==> src/rtl/async_sram_timed_phy.sv <==
// Timed PHY for an asynchronous SRAM. One request is in flight at a time, and every pad is driven from a flop.
// Reads hold OE_n low for RD_WAIT+1 cycles. Writes run setup, then a WE_n pulse, then hold.
module async_sram_timed_phy #(
    parameter int W_ADDR     = 18,
    parameter int W_DATA     = 16,
    parameter int RD_WAIT    = 1,
    parameter int WR_WAIT    = 1,
    parameter int TURNAROUND = 1
) (
    input  logic                clk,
    input  logic                rst,
    input  logic                req_valid,
    output logic                req_ready,
    input  logic                req_write,
    input  logic [W_ADDR-1:0]   req_addr,
    input  logic [W_DATA-1:0]   req_wdata,
    input  logic [W_DATA/8-1:0] req_byte_en,
    output logic                rsp_valid,
    output logic [W_DATA-1:0]   rsp_rdata,
    output logic [W_ADDR-1:0]   sram_addr,
    output logic [W_DATA-1:0]   sram_dq_out,
    output logic [W_DATA-1:0]   sram_dq_oe,
    input  logic [W_DATA-1:0]   sram_dq_in,
    output logic                sram_ce_n,
    output logic                sram_we_n,
    output logic                sram_oe_n,
    output logic [W_DATA/8-1:0] sram_byte_n
);

    localparam int W_BE = W_DATA / 8;
    localparam logic [3:0] RD_LD   = 4'(RD_WAIT);
    localparam logic [3:0] WR_LD   = 4'(WR_WAIT);
    localparam logic [3:0] TURN_LD = (TURNAROUND > 0) ? 4'(TURNAROUND - 1) : 4'd0;

    typedef enum logic [2:0] {IDLE, READ, WR_SETUP, WR_PULSE, WR_HOLD, TURN} state_t;

    state_t              state_q, state_d;
    logic [3:0]          cnt_q, cnt_d;
    logic [W_BE-1:0]     byte_en_q, byte_en_d;
    logic [W_ADDR-1:0]   addr_q, addr_d;
    logic [W_DATA-1:0]   dq_out_q, dq_out_d;
    logic [W_DATA-1:0]   dq_oe_q, dq_oe_d;
    logic [W_DATA-1:0]   rdata_q, rdata_d;
    logic                rsp_valid_q, rsp_valid_d;
    logic                ready_q, ready_d;
    logic                ce_n_q, ce_n_d;
    logic                we_n_q, we_n_d;
    logic                oe_n_q, oe_n_d;
    logic [W_BE-1:0]     byte_n_q, byte_n_d;
    logic                wr_active;

    always_comb begin
        state_d     = state_q;
        cnt_d       = cnt_q;
        byte_en_d   = byte_en_q;
        addr_d      = addr_q;
        dq_out_d    = dq_out_q;
        rdata_d     = rdata_q;
        rsp_valid_d = 1'b0;
        case (state_q)
            IDLE: begin
                if (req_valid && ready_q) begin
                    addr_d    = req_addr;
                    byte_en_d = req_byte_en;
                    if (req_write) begin
                        dq_out_d = req_wdata;
                        state_d  = WR_SETUP;
                    end else begin
                        state_d = READ;
                        cnt_d   = RD_LD;
                    end
                end
            end
            READ: begin
                if (cnt_q == 4'd0) begin
                    rdata_d     = sram_dq_in;
                    rsp_valid_d = 1'b1;
                    if (TURNAROUND == 0) begin
                        state_d = IDLE;
                    end else begin
                        state_d = TURN;
                        cnt_d   = TURN_LD;
                    end
                end else begin
                    cnt_d = cnt_q - 4'd1;
                end
            end
            WR_SETUP: begin
                state_d = WR_PULSE;
                cnt_d   = WR_LD;
            end
            WR_PULSE: begin
                if (cnt_q == 4'd0) state_d = WR_HOLD;
                else               cnt_d   = cnt_q - 4'd1;
            end
            WR_HOLD: state_d = IDLE;
            TURN: begin
                if (cnt_q == 4'd0) state_d = IDLE;
                else               cnt_d   = cnt_q - 4'd1;
            end
            default: state_d = IDLE;
        endcase

        // Pads are registered, so they are decoded from the state being entered.
        wr_active = (state_d == WR_SETUP) || (state_d == WR_PULSE) || (state_d == WR_HOLD);
        ce_n_d    = !(wr_active || (state_d == READ));
        oe_n_d    = (state_d != READ);
        we_n_d    = (state_d != WR_PULSE);
        dq_oe_d   = wr_active ? '1 : '0;
        byte_n_d  = (wr_active || (state_d == READ)) ? ~byte_en_d : '1;
        ready_d   = (state_d == IDLE);
    end

    always_ff @(posedge clk) begin
        if (rst) begin
            state_q     <= IDLE;
            cnt_q       <= '0;
            byte_en_q   <= '0;
            addr_q      <= '0;
            dq_out_q    <= '0;
            dq_oe_q     <= '0;
            rdata_q     <= '0;
            rsp_valid_q <= 1'b0;
            ready_q     <= 1'b1;
            ce_n_q      <= 1'b1;
            we_n_q      <= 1'b1;
            oe_n_q      <= 1'b1;
            byte_n_q    <= '1;
        end else begin
            state_q     <= state_d;
            cnt_q       <= cnt_d;
            byte_en_q   <= byte_en_d;
            addr_q      <= addr_d;
            dq_out_q    <= dq_out_d;
            dq_oe_q     <= dq_oe_d;
            rdata_q     <= rdata_d;
            rsp_valid_q <= rsp_valid_d;
            ready_q     <= ready_d;
            ce_n_q      <= ce_n_d;
            we_n_q      <= we_n_d;
            oe_n_q      <= oe_n_d;
            byte_n_q    <= byte_n_d;
        end
    end

    assign req_ready   = ready_q;
    assign rsp_valid   = rsp_valid_q;
    assign rsp_rdata   = rdata_q;
    assign sram_addr   = addr_q;
    assign sram_dq_out = dq_out_q;
    assign sram_dq_oe  = dq_oe_q;
    assign sram_ce_n   = ce_n_q;
    assign sram_we_n   = we_n_q;
    assign sram_oe_n   = oe_n_q;
    assign sram_byte_n = byte_n_q;

endmodule
==> config.mk <==
export PLATFORM = sky130hd
export DESIGN_NAME = async_sram_timed_phy
export DESIGN_NICKNAME = d
export VERILOG_FILES = /design/src/rtl/async_sram_timed_phy.sv
export SDC_FILE = /design/constraint.sdc
export NUM_CORES = 1
export LEC_CHECK = 0
export CORE_ASPECT_RATIO = 2
export CORE_MARGIN = 5
export CORE_UTILIZATION = 35
export CTS_CLUSTER_SIZE = 10
export DETAILED_ROUTE_END_ITERATION = 12
export PLACE_DENSITY = 0.7
export SYNTH_ARGS = -nofsm -noshare
export SYNTH_HDL_FRONTEND = slang
export SYNTH_SLANG_ARGS = --single-unit
==> constraint.sdc <==
create_clock -name clk -period 3.9 [get_ports clk]
set_clock_uncertainty 0.15 [all_clocks]
set_input_delay 1.17 -clock clk [delete_from_list [all_inputs] [get_ports clk]]
set_output_delay 1.17 -clock clk [all_outputs]
set_load 0.005 [all_outputs]
==> reports/metrics.cfg, run 1 <==
[status]
outcome=complete, no violations

[clocking]
path_clk_slew_ns=0.05
cts_root_buf=clkbuf_16
clock-sinks=67
clock_latency_ns=0.33
cts_resized=0
cts_max_level=3
ctsLongestPathBuffers=2
cts_made_buffers=9
cts_tree=built
cts_setup_buffers=0
ctsHoldBuffers=0

[floorplan]
dieArea_um2=9840
core_area_um2=7660
row_count=45
ios=129
dieHeight_um=135
initial_core_util_pct=35.9
dieWidth_um=72.7

[placed_design]
gp_congestion=0.757
portBuffers=128
dp_hpwl_mm=5.95
dpl_cell_area_um2=3940
place_inst=513

[logic_synthesis]
synth.largest_area_cell=dfxtp_1
synth.avg_cell_area_um2=8.54
synth_area_um2=2750
synth_cell_types=42
synth_edf_count=0
synth_top_flop_cell=dfxtp_1
ys_warn_count=0
synthTopCellsByCount=81 x nand2_1, 67 x dfxtp_1, 45 x a21oi_1
synth.net_count=380
synth_area_leaders=dfxtp_1 49%, nand2_1 11%, a21oi_1 8.2%, buf_4 4.4%, nand3_1 3.3%
synth_seq_cells=67
synth_cells=322
yosysSeqAreaShare_pct=48.7
yosysMostFrequentCell=nand2_1
synth_top_area_share_pct=48.7
async_flop_share_pct=0

[sta]
fmax_mhz=351
worst_pin_slew_ns=0.865
grt_setup_unrepaired=false
finalSetupViolations=0
fin_crit_sh_pct=73.1
max_slew_margin_pct=42.3
drv_slew=0
hold_viol_final=0
period_needed_ns=2.85
tns_ns=0

[global_route]
grt_max_degree=41
track_usage_pct=16.1
antenna_found_initial=0
grt_pass1_vias=2516
grt_pass1_wl_mm=12.3
globalRouteOverflowTotal=0

[detailed_routing]
dr.pass1.iters=4
dr.first_iter.drc_count=158
wl_per_cell_um=15.0
ant_nets=0
routed_wl_mm=7.93
route.detailed.drc=0
avgViaCountPerCell=4.84
dr_total_vias=2560

[worst_setup_path]
crit_fanout=16
slowest_delay_ns=0.60
crit_type=flop to output port
start_kind=flop
cp_cell_sequence=clkdlybuf4s50_1
endpoint_kind=output port
crit_family=flip-flops
worst_ep_arrival_time_ns=1.53
crit_buf_inv=1
worstPathRequired_ns=2.58
cp_slowest_cell=dfxtp_1

[layout]
drive_gt1_share_pct=10.8
stdcell_count=529
fin_area_um2=4270
area_growth_pct=55.1
nets=488
num_antenna_cells=0

[power]
ir_drop_v=0.000247
power.total_mw=2.47
p_per_area_nw_per_um2=579
p_leak_nw=1.52

[worst_hold_path]
hold_path_class=flop to flop

[flow_run]
cap_violations=0

-- cells by family after synthesis --
group           after synthesis  synth area share, %
compound gates               69                 14.7
fa+ha+maj                     2                0.909
buf+inv                      38                 8.82
flops                        67                 48.7
mux                           2                0.773
simple gates                144                 26.0
-- power by group --
part           switching [mW]  total (mW)  leakage [nW]  internal (mW)
combinational           0.353       0.735         0.824          0.383
clock                   0.291       0.867         0.155          0.576
sequential             0.0750       0.866         0.546          0.791
total                   0.719        2.47          1.52           1.75
-- layer usage --
layer / part of all wire, % / track usage [%] / vias up
met1: 36 / 16.6 / 1188
met3: 6.5 / 4.09 / 14
li1: - / - / 1269
met4: 2.7 / 8.01 / 0
met5: 0 / 0 / -
met2: 55 / 29.2 / 89
-- sequential cells by signal, summed over array words and instances (netlist names) --
signal	count
sram_dq_oe	1
cnt_q	4
sram_dq_out	16
byte_en_q	2
state_q	3
sram_addr	18
sram_we_n	1
sram_ce_n	1
sram_oe_n	1
rsp_valid	1
sram_byte_n	2
rsp_rdata	16
req_ready	1
-- cell type report --
cell class / count / area [um^2]
clock buffers: 10 / 239
fillers: 716 / 3390
multi-input cells: 217 / 1170
clock inverters: 6 / 88.8
repair buffers: 131 / 1300
well taps: 94 / 118
flip-flops and latches: 67 / 1340
inverters: 4 / 15.0
-- metrics by stage --
step / hold WS, ns / setup WS, ns / utilization [%]
6_report: 0.302 / 1.05 / 55.7
5_1_grt: 0.321 / 0.915 / 55.7
4_1_cts: 0.303 / 0.991 / 55.7
3_5_place_dp: 0.295 / 0.839 / 51.5
3_3_place_gp: 0.291 / 0.882 / 51.5
2_1_floorplan: 0.303 / 1.56 / -
-- worst paths after layout --
path | start | endpoint | slack [ns] | depth (start not counted)
setup / recovery | sram_dq_oe[14] | sram_dq_oe[8] | 1.05 | 1
hold / removal | sram_addr[7] | sram_addr[7] | 0.30 | 2
setup reg to reg | cnt_q[0] | cnt_q[0] | 1.58 | 6
hold reg to reg | sram_addr[7] | sram_addr[7] | 0.30 | 2
-- placed cells by master (no fill, tap or decap), types with 3 or more instances in the layout --
| cell type | synthesis | routed |
|---|---|---|
| inv_1 | 4 | 4 |
| nand3_1 | 18 | 18 |
| buf_4 | 16 | 3 |
| dfxtp_1 | 67 | 67 |
| a21oi_2 | 10 | 10 |
| nand2b_1 | 8 | 8 |
| clkdlybuf4s50_1 | 0 | 127 |
| clkbuf_16 | 0 | 9 |
| nand2_1 | 81 | 81 |
| o21ai_0 | 7 | 7 |
| nand2_2 | 11 | 11 |
| nor2_1 | 6 | 6 |
| a21oi_1 | 45 | 45 |
No activity file was read; power rests on OpenSTA's default activity.
==> run 2: changes to the inputs <==
--- a/config.mk
+++ b/config.mk
@@ -10,7 +10,7 @@
 export CORE_UTILIZATION = 35
 export CTS_CLUSTER_SIZE = 10
 export DETAILED_ROUTE_END_ITERATION = 12
-export PLACE_DENSITY = 0.7
+export PLACE_DENSITY = 0.73
 export SYNTH_ARGS = -nofsm -noshare
 export SYNTH_HDL_FRONTEND = slang
 export SYNTH_SLANG_ARGS = --single-unit
==> constraint.sdc (replaced) <==
create_clock -name clk -period 2.5 [get_ports clk]
set_clock_uncertainty 0.15 [all_clocks]
set_input_delay 0.75 -clock clk [delete_from_list [all_inputs] [get_ports clk]]
set_output_delay 0.75 -clock clk [all_outputs]
set_load 0.005 [all_outputs]
==> run 2 against run 1 <==
Net effect: critical path depth did not move; register-to-register slack got worse by 1.1 ns; setup slack got worse by 0.80 ns; final area rose by 1.1%; sequential power rose by 55%; die area did not move; non-clock buffer count rose by 6; worst hold slack barely moved; clock-buffer cell count fell by 1.
==> reports/metrics.cfg, run 2 (synthesized netlist as in run 1, its figures left out) <==
[status]
outcome=complete, no violations

[global_route]
antenna_found_initial=0  ; unchanged
globalRouteOverflowTotal=0  ; unchanged
grt_pass1_wl_mm=12.2  ; -0.56%
track_usage_pct=16.2  ; +0.075 points
grt_pass1_vias=2519  ; +0.12%
grt_max_degree=47  ; +15%

[floorplan]
dieWidth_um=72.7  ; unchanged
dieHeight_um=135  ; unchanged
initial_core_util_pct=35.9  ; unchanged
row_count=45  ; unchanged
dieArea_um2=9840  ; unchanged
ios=129  ; unchanged
core_area_um2=7660  ; unchanged

[detailed_routing]
dr_total_vias=2534  ; -1.0%
routed_wl_mm=7.89  ; -0.43%
avgViaCountPerCell=4.74  ; -2.1%
ant_nets=0  ; unchanged
dr.first_iter.drc_count=84  ; -47%
wl_per_cell_um=14.7  ; -1.5%
dr.pass1.iters=4  ; unchanged
route.detailed.drc=0  ; unchanged

[sta]
timing.final.ws_setup_ns=0.244  ; -0.805 ns
hold_viol_final=0  ; unchanged
grt_setup_unrepaired=false
tns_ns=0  ; unchanged
period_needed_ns=2.26
worst_pin_slew_ns=0.484  ; -0.381 ns
finalSetupViolations=0  ; unchanged
drv_slew=0  ; unchanged
fmax_mhz=443
fin_crit_sh_pct=90.2
max_slew_margin_pct=67.6  ; +25 points

[placed_design]
portBuffers=128  ; unchanged
gp_congestion=0.825  ; +9.0%
post-place-ws_ns=0.0972  ; -0.742 ns
place_inst=519  ; +1.2%
dp_hpwl_mm=5.93  ; -0.30%

[clocking]
cts_root_buf=clkbuf_16
path_clk_slew_ns=0.06  ; about the same
ctsLongestPathBuffers=2  ; unchanged
clock_latency_ns=0.32  ; about the same
cts_max_level=3  ; unchanged
cts_setup_buffers=0  ; unchanged
clock-sinks=67  ; unchanged
cts_made_buffers=9  ; unchanged
cts_tree=built

[layout]
nets=494  ; +1.2%
stdcell_count=535  ; +1.1%
n_fill_cell=707  ; -1.3%
multi_input_comb_area_um2=1170  ; unchanged
area_growth_pct=56.9
final_common_cell=clkdlybuf4s50_1
final_cell_mix=127 x clkdlybuf4s50_1, 81 x nand2_1, 66 x dfxtp_1
regArea_um2=1340  ; about the same
largest_reg_flops=18  ; unchanged
drive_gt1_share_pct=12.2  ; +1.4 points
num_antenna_cells=0  ; unchanged

[worst_hold_path]
hold_depth=2  ; unchanged
hold_path_class=flop to flop

[worst_setup_path]
cp_cell_sequence=clkdlybuf4s50_1
cp_num_cells=1  ; unchanged
reg2regPathDepth=7  ; +1
endpoint_kind=output port
cp_slowest_cell=clkdlybuf4s50_1
crit_family=buffers and inverters
start_kind=flop
worst_ep_arrival_time_ns=1.36  ; -0.17 ns
crit_type=flop to output port
worstPathRequired_ns=1.60  ; -0.98 ns
crit_buf_inv=1  ; unchanged
slowest_delay_ns=0.57  ; -0.03 ns
crit_fanout=16  ; unchanged

[power]
ir_drop_v=0.000552  ; +120%
p_leak_nw=1.56  ; +2.5%
power.total_mw=3.89  ; +57%
p_per_area_nw_per_um2=900  ; +56%

[flow_run]
cap_violations=0  ; unchanged

[run 2: final cells by class]
| cell class | instances | area share (%) |
|---|---|---|
| Tap cell | 94 | 2.72 |
| Multi-Input combinational cell | 217 | 27.0 |
| Clock inverter | 7 | 2.14 |
| Inverter | 4 | 0.348 |
| Timing Repair Buffer | 137 | 31.4 |
| Clock buffer | 9 | 5.22 |
| Sequential cell | 67 | 31.1 |
[run 2: tightest hold or removal path: stages, from the launching register on]
cell     delay [ns]
dfxtp_1        0.30
nand2_1        0.05
a21oi_1        0.05
[run 2: path summary, 6_finish.rpt]
path,from,to,slack [ns]
worst min register to register,sram_dq_out[2],sram_dq_out[2],0.30
worst max-delay path,sram_dq_oe[14],sram_dq_oe[0],0.24
worst max register to register,cnt_q[0],cnt_q[0],0.48
worst min-delay path,sram_dq_out[2],sram_dq_out[2],0.30
[run 2: per-layer routing]
layer	routed length, um	vias up	share of wire (%)	GRT usage [%]
met2	4300	88	55	29.7
met4	412	0	5.2	11.6
met5	0	-	0	0
li1	-	1280	-	-
met3	438	24	5.6	3.34
met1	2740	1142	35	15.3
[run 2: report_power, final]
| part | internal (mW) | total, mW | switching (mW) |
|---|---|---|---|
| sequential | 1.24 | 1.34 | 0.107 |
| combinational | 0.643 | 1.22 | 0.581 |
| clock | 0.870 | 1.32 | 0.450 |
| total | 2.75 | 3.89 | 1.14 |
[run 2: metrics by stage]
step	hold WS [ns]	cell area (um^2)	util [%]
finish	0.302	4320	56.4
global route	0.323	4320	56.4
CTS	0.304	4320	56.4
detailed placement	0.296	4000	52.2
global placement	0.291	4000	52.2
floorplan	0.303	2750	-
[run 2: what timing repair did]
| item | in CTS | in global routing |
|---|---|---|
| gates resized for setup | 0 | 1 |
| hold buffers | 0 | 0 |
| setup endpoints to repair | 0 | 16 |
==> RTL change 1: new RTL, settings of run 2 <==
The parameter `TURNAROUND` goes from 1 to 0.
--- a/src/rtl/async_sram_timed_phy.sv
+++ b/src/rtl/async_sram_timed_phy.sv
@@ -7,3 +7,3 @@
     parameter int WR_WAIT    = 1,
-    parameter int TURNAROUND = 1
+    parameter int TURNAROUND = 0
 ) (
Function: changed (Yosys sat finds a counterexample within 4 cycles, from zero or initial values and one cycle with rst high).
==> RTL change 1 against run 2 <==
Hold slack about the same; worst setup slack improved by 0.0064 ns; combinational power decreased by 34%; critical endpoint is now sram_dq_oe[15]; final area decreased by 3.7%; largest power group unchanged; routed wire length decreased by 2.5%; register-to-register slack improved by 0.05 ns; via count increased by 0.16%; global-route usage increased by 0.29 points; largest cell class unchanged; sequential cell count unchanged; synthesized area decreased by 4.4%; total power decreased by 15%.
==> RTL change 1: results <==
metrics = {
    "finish": {
        "sh_seq_area_pct": 32.3,
        "nonClkBufAreaFrac_pct": 32.6,
        "nonClockInverterCount": 3,
        "nFillCells": 650,
        "areaGrowthSynthToFinish_pct": 58.1,
        "multi_input_area_share_pct": 24.9,
        "signal_buffers": 135,
        "clkbuf_count": 13,
        "drive_gt1_share_pct": 7.18,
        "final_cells": 524,
        "clock_area_share_pct": 7.22,
        "nets": 484,
    },
    "timing": {
        "holdWs_ns": 0.302,
        "worstMarginPinSlew_ns": 0.602,
        "period_share_pct": 90.0,
    },
    "run_status": {
        "status": "finished clean",
    },
    "detailed_routing": {
        "wire_per_inst_um": 14.7,
        "dr_wl_met3_um": 423,
        "drt_iter0_markers": 145,
        "met1_length_um": 2750,
        "first_pass_iters": 5,
        "wl_met2_um": 4130,
        "vias_per_cell": 4.84,
    },
    "placement": {
        "hpwl_um": 5690,
        "dpl.cell_count": 508,
        "post_dp_cell_area_um2": 3860,
        "place.gp.congestion": 0.852,
    },
    "power": {
        "swShare_pct": 26.9,
        "clkPwrFrac_pct": 37.1,
        "power.switching_mw": 0.885,
        "p_comb_share_pct": 24.5,
        "irDropWorstVdd_uv": 413,
        "leakagePower_nw": 1.50,
    },
    "global_routing": {
        "grt_max_degree": 36,
        "antenna_found_initial": 0,
        "grt_pass1_wl_um": 12200,
        "use_met1_pct": 16.2,
        "grt_pass1_vias": 2491,
        "grt_use_total_pct": 16.5,
        "met3_usage_pct": 4.25,
    },
    "synth": {
        "ys_seq_area_share_pct": 51.0,
        "yosys-top-cells-area": "dfxtp_1 51%, nand2_1 13%, a21oi_1 11%, buf_4 5.4%, nand3_1 3.4%",
        "synth_common_cells": "94 x nand2_1, 67 x dfxtp_1, 59 x a21oi_1, 19 x buf_4, 18 x nand3_1",
    },
    "critical_path": {
        "rrSetupSlack_ns": 0.53,
    },
    "floorplan": {
        "taps": 92,
    },
    "clock_tree": {
        "cts_setup_buffers": 0,
    },
}
## RTL change 1: worst paths after layout
check | from | end | depth (start not counted)
hold reg to reg | sram_dq_out[13]$_SDFFE_PP0P_ | sram_dq_out[13]$_SDFFE_PP0P_ | 2
setup / recovery | sram_dq_oe[14]$_SDFF_PP0_ | sram_dq_oe[15] | 1
hold / removal | sram_dq_out[13]$_SDFFE_PP0P_ | sram_dq_out[13]$_SDFFE_PP0P_ | 2
setup reg to reg | cnt_q[0]$_SDFFE_PP0P_ | sram_oe_n$_SDFF_PP1_ | 6
## RTL change 1: kinds of logic (layout without fill, tap and decap cells)
| family | after synthesis | in the layout | synth area share, % |
|---|---|---|---|
| AND/OR/NAND/NOR | 138 | 138 | 23.9 |
| AO/OA/AOI/OAI | 72 | 72 | 15.0 |
| flip-flops | 67 | 67 | 51.0 |
| buffers and inverters | 39 | 154 | 9.66 |
| adder cells (fa/ha/maj) | 1 | 1 | 0.476 |
==> RTL change 2: new RTL, config.mk and constraints of run 2 <==
Made on the original files. Reset style: asynchronous (`rst`), changed in one clocked block.
--- a/src/rtl/async_sram_timed_phy.sv
+++ b/src/rtl/async_sram_timed_phy.sv
@@ -113,3 +113,3 @@
 
-    always_ff @(posedge clk) begin
+    always_ff @(posedge clk or posedge rst) begin
         if (rst) begin
Function: differs if rst is asserted again (counterexample within 4 cycles, from zero or initial values and one cycle with rst high); with rst held inactive, the same outputs for 10 cycles.
==> RTL change 2 against run 2 <==
Register-to-register slack is essentially flat; sequential share of layout area increased by 6.7 points; count of clock-buffer cells in the layout rose by 2; sequential cell count stayed put; largest cell class is now sequential cells; total power up 42%; routed wire length shrank 9.5%; final area is 3.3% higher; synthesized area increased by 4.7%; largest power group is now combinational logic; worst setup slack lost 0.066 ns; non-clock buffer count down 3.
==> RTL change 2: results <==
metrics = {
    "global_routing": {
        "grt_max_degree": 28,
        "grt_pass1_vias": 2272,
        "grt_pass1_wl_um": 11100,
    },
    "clock_tree": {
        "clock_latency_ns": 0.32,
        "cts_buffers": 9,
    },
    "placement": {
        "post_dp_cell_area_um2": 4180,
        "place.gp.congestion": 0.778,
        "dpl.cell_count": 446,
        "dp_slack_ns": -0.0140,
        "hpwl_um": 5490,
    },
    "hold_path": {
        "min-delay-start": "sram_addr[13]$_DFFE_PP0P_",
        "hold_end": "sram_addr[13]$_DFFE_PP0P_",
    },
    "synth": {
        "synth_fp_nets": 296,
        "yosys-top-cells-area": "dfrtp_1 53%, mux2_2 9.8%, nand2_1 8.2%, dfstp_2 5.5%, mux2_4 4.7%",
        "async_flop_share_pct": 100,
        "synth_common_cells": "63 x nand2_1, 61 x dfrtp_1, 25 x mux2_2, 17 x buf_4, 9 x mux2_4",
        "synth_cells": 238,
    },
    "run_status": {
        "status": "finished clean",
    },
    "power": {
        "irDropWorstVdd_uv": 598,
        "leakagePower_nw": 2.00,
    },
    "detailed_routing": {
        "vias_per_cell": 4.67,
        "wire_per_inst_um": 15.5,
        "wl_um": 7140,
        "drt_iter0_markers": 96,
    },
    "critical_path": {
        "r2r-end": "rsp_rdata[15]$_DFFE_PP0P_",
        "worstSetupStartpoint": "req_ready$_DFF_PP1_",
        "slowest_stage": "dfstp_2",
        "cp_max_fo": 5,
        "reg2reg_depth": 5,
        "regToRegStartpoint": "cnt_q[0]$_DFFE_PP0P_",
        "arrival_ns": 1.42,
    },
    "finish": {
        "drive_gt1_share_pct": 19.2,
        "nets": 417,
    },
    "timing": {
        "worstMarginPinSlew_ns": 0.479,
        "max_clock_freq_mhz": 431,
    },
}
[RTL change 2: changes by cell type after synthesis, sizes merged, moves of 3 or more]
cell,run 2,this run
nand2b,8,0
nand3,19,1
nand2,92,64
dfxtp,67,0
a21oi,55,5
mux2,1,34
inv,4,8
o21ai,8,4
clkbuf,7,0
buf,27,24
dfrtp,0,61
dfstp,0,6
[RTL change 2: power by group]
part           total, mW  switching (mW)  internal, mW  leakage [nW]
logic               2.38           0.848          1.53          1.06
clock network       1.15           0.462         0.692         0.131
registers           1.99           0.358          1.63         0.810
total               5.52            1.67          3.85          2.00
[RTL change 2: metrics by stage]
stage	hold WS, ns	power, mW
after detailed placement	0.312	4.43
after global routing	0.354	5.87
after CTS	0.325	5.60
final	0.322	5.52
after global placement	0.309	4.33
after floorplan	0.320	3.15
[RTL change 2: layer usage]
metal  routed length [µm]  up-vias  GRT usage (%)
li1                     -     1015              -
met1                 2520     1032           14.3
met2                 3790       92           24.8
met3                  551       20           5.45
met4                  278        0           8.31
met5                    0        -              0
[RTL change 2: cell families (layout without fill, tap and decap cells)]
group	after synthesis	in the layout	share of synthesized area, %
fa+ha+maj	3	3	1.22
simple gates	81	81	13.8
compound gates	21	21	4.99
buf+inv	32	158	7.12
mux	34	34	14.5
flops	67	67	58.4
[RTL change 2: area by class of cell]
| cell class | count | area (µm²) |
|---|---|---|
| well taps | 98 | 123 |
| multi-input cells | 139 | 992 |
| fillers | 714 | 3720 |
| inverters | 8 | 33.8 |
| clock inverters | 5 | 30.0 |
| repair buffers | 134 | 1350 |
| flip-flops and latches | 67 | 1690 |
| clock buffers | 11 | 243 |
[RTL change 2: worst reg2reg max path: stages, from the launching register on]
cell and delay [ns]:
dfrtp_1 0.41, inv_1 0.13, ha_1 0.20, nor3b_4 0.33, nand3_4 0.29, mux2_2 0.39
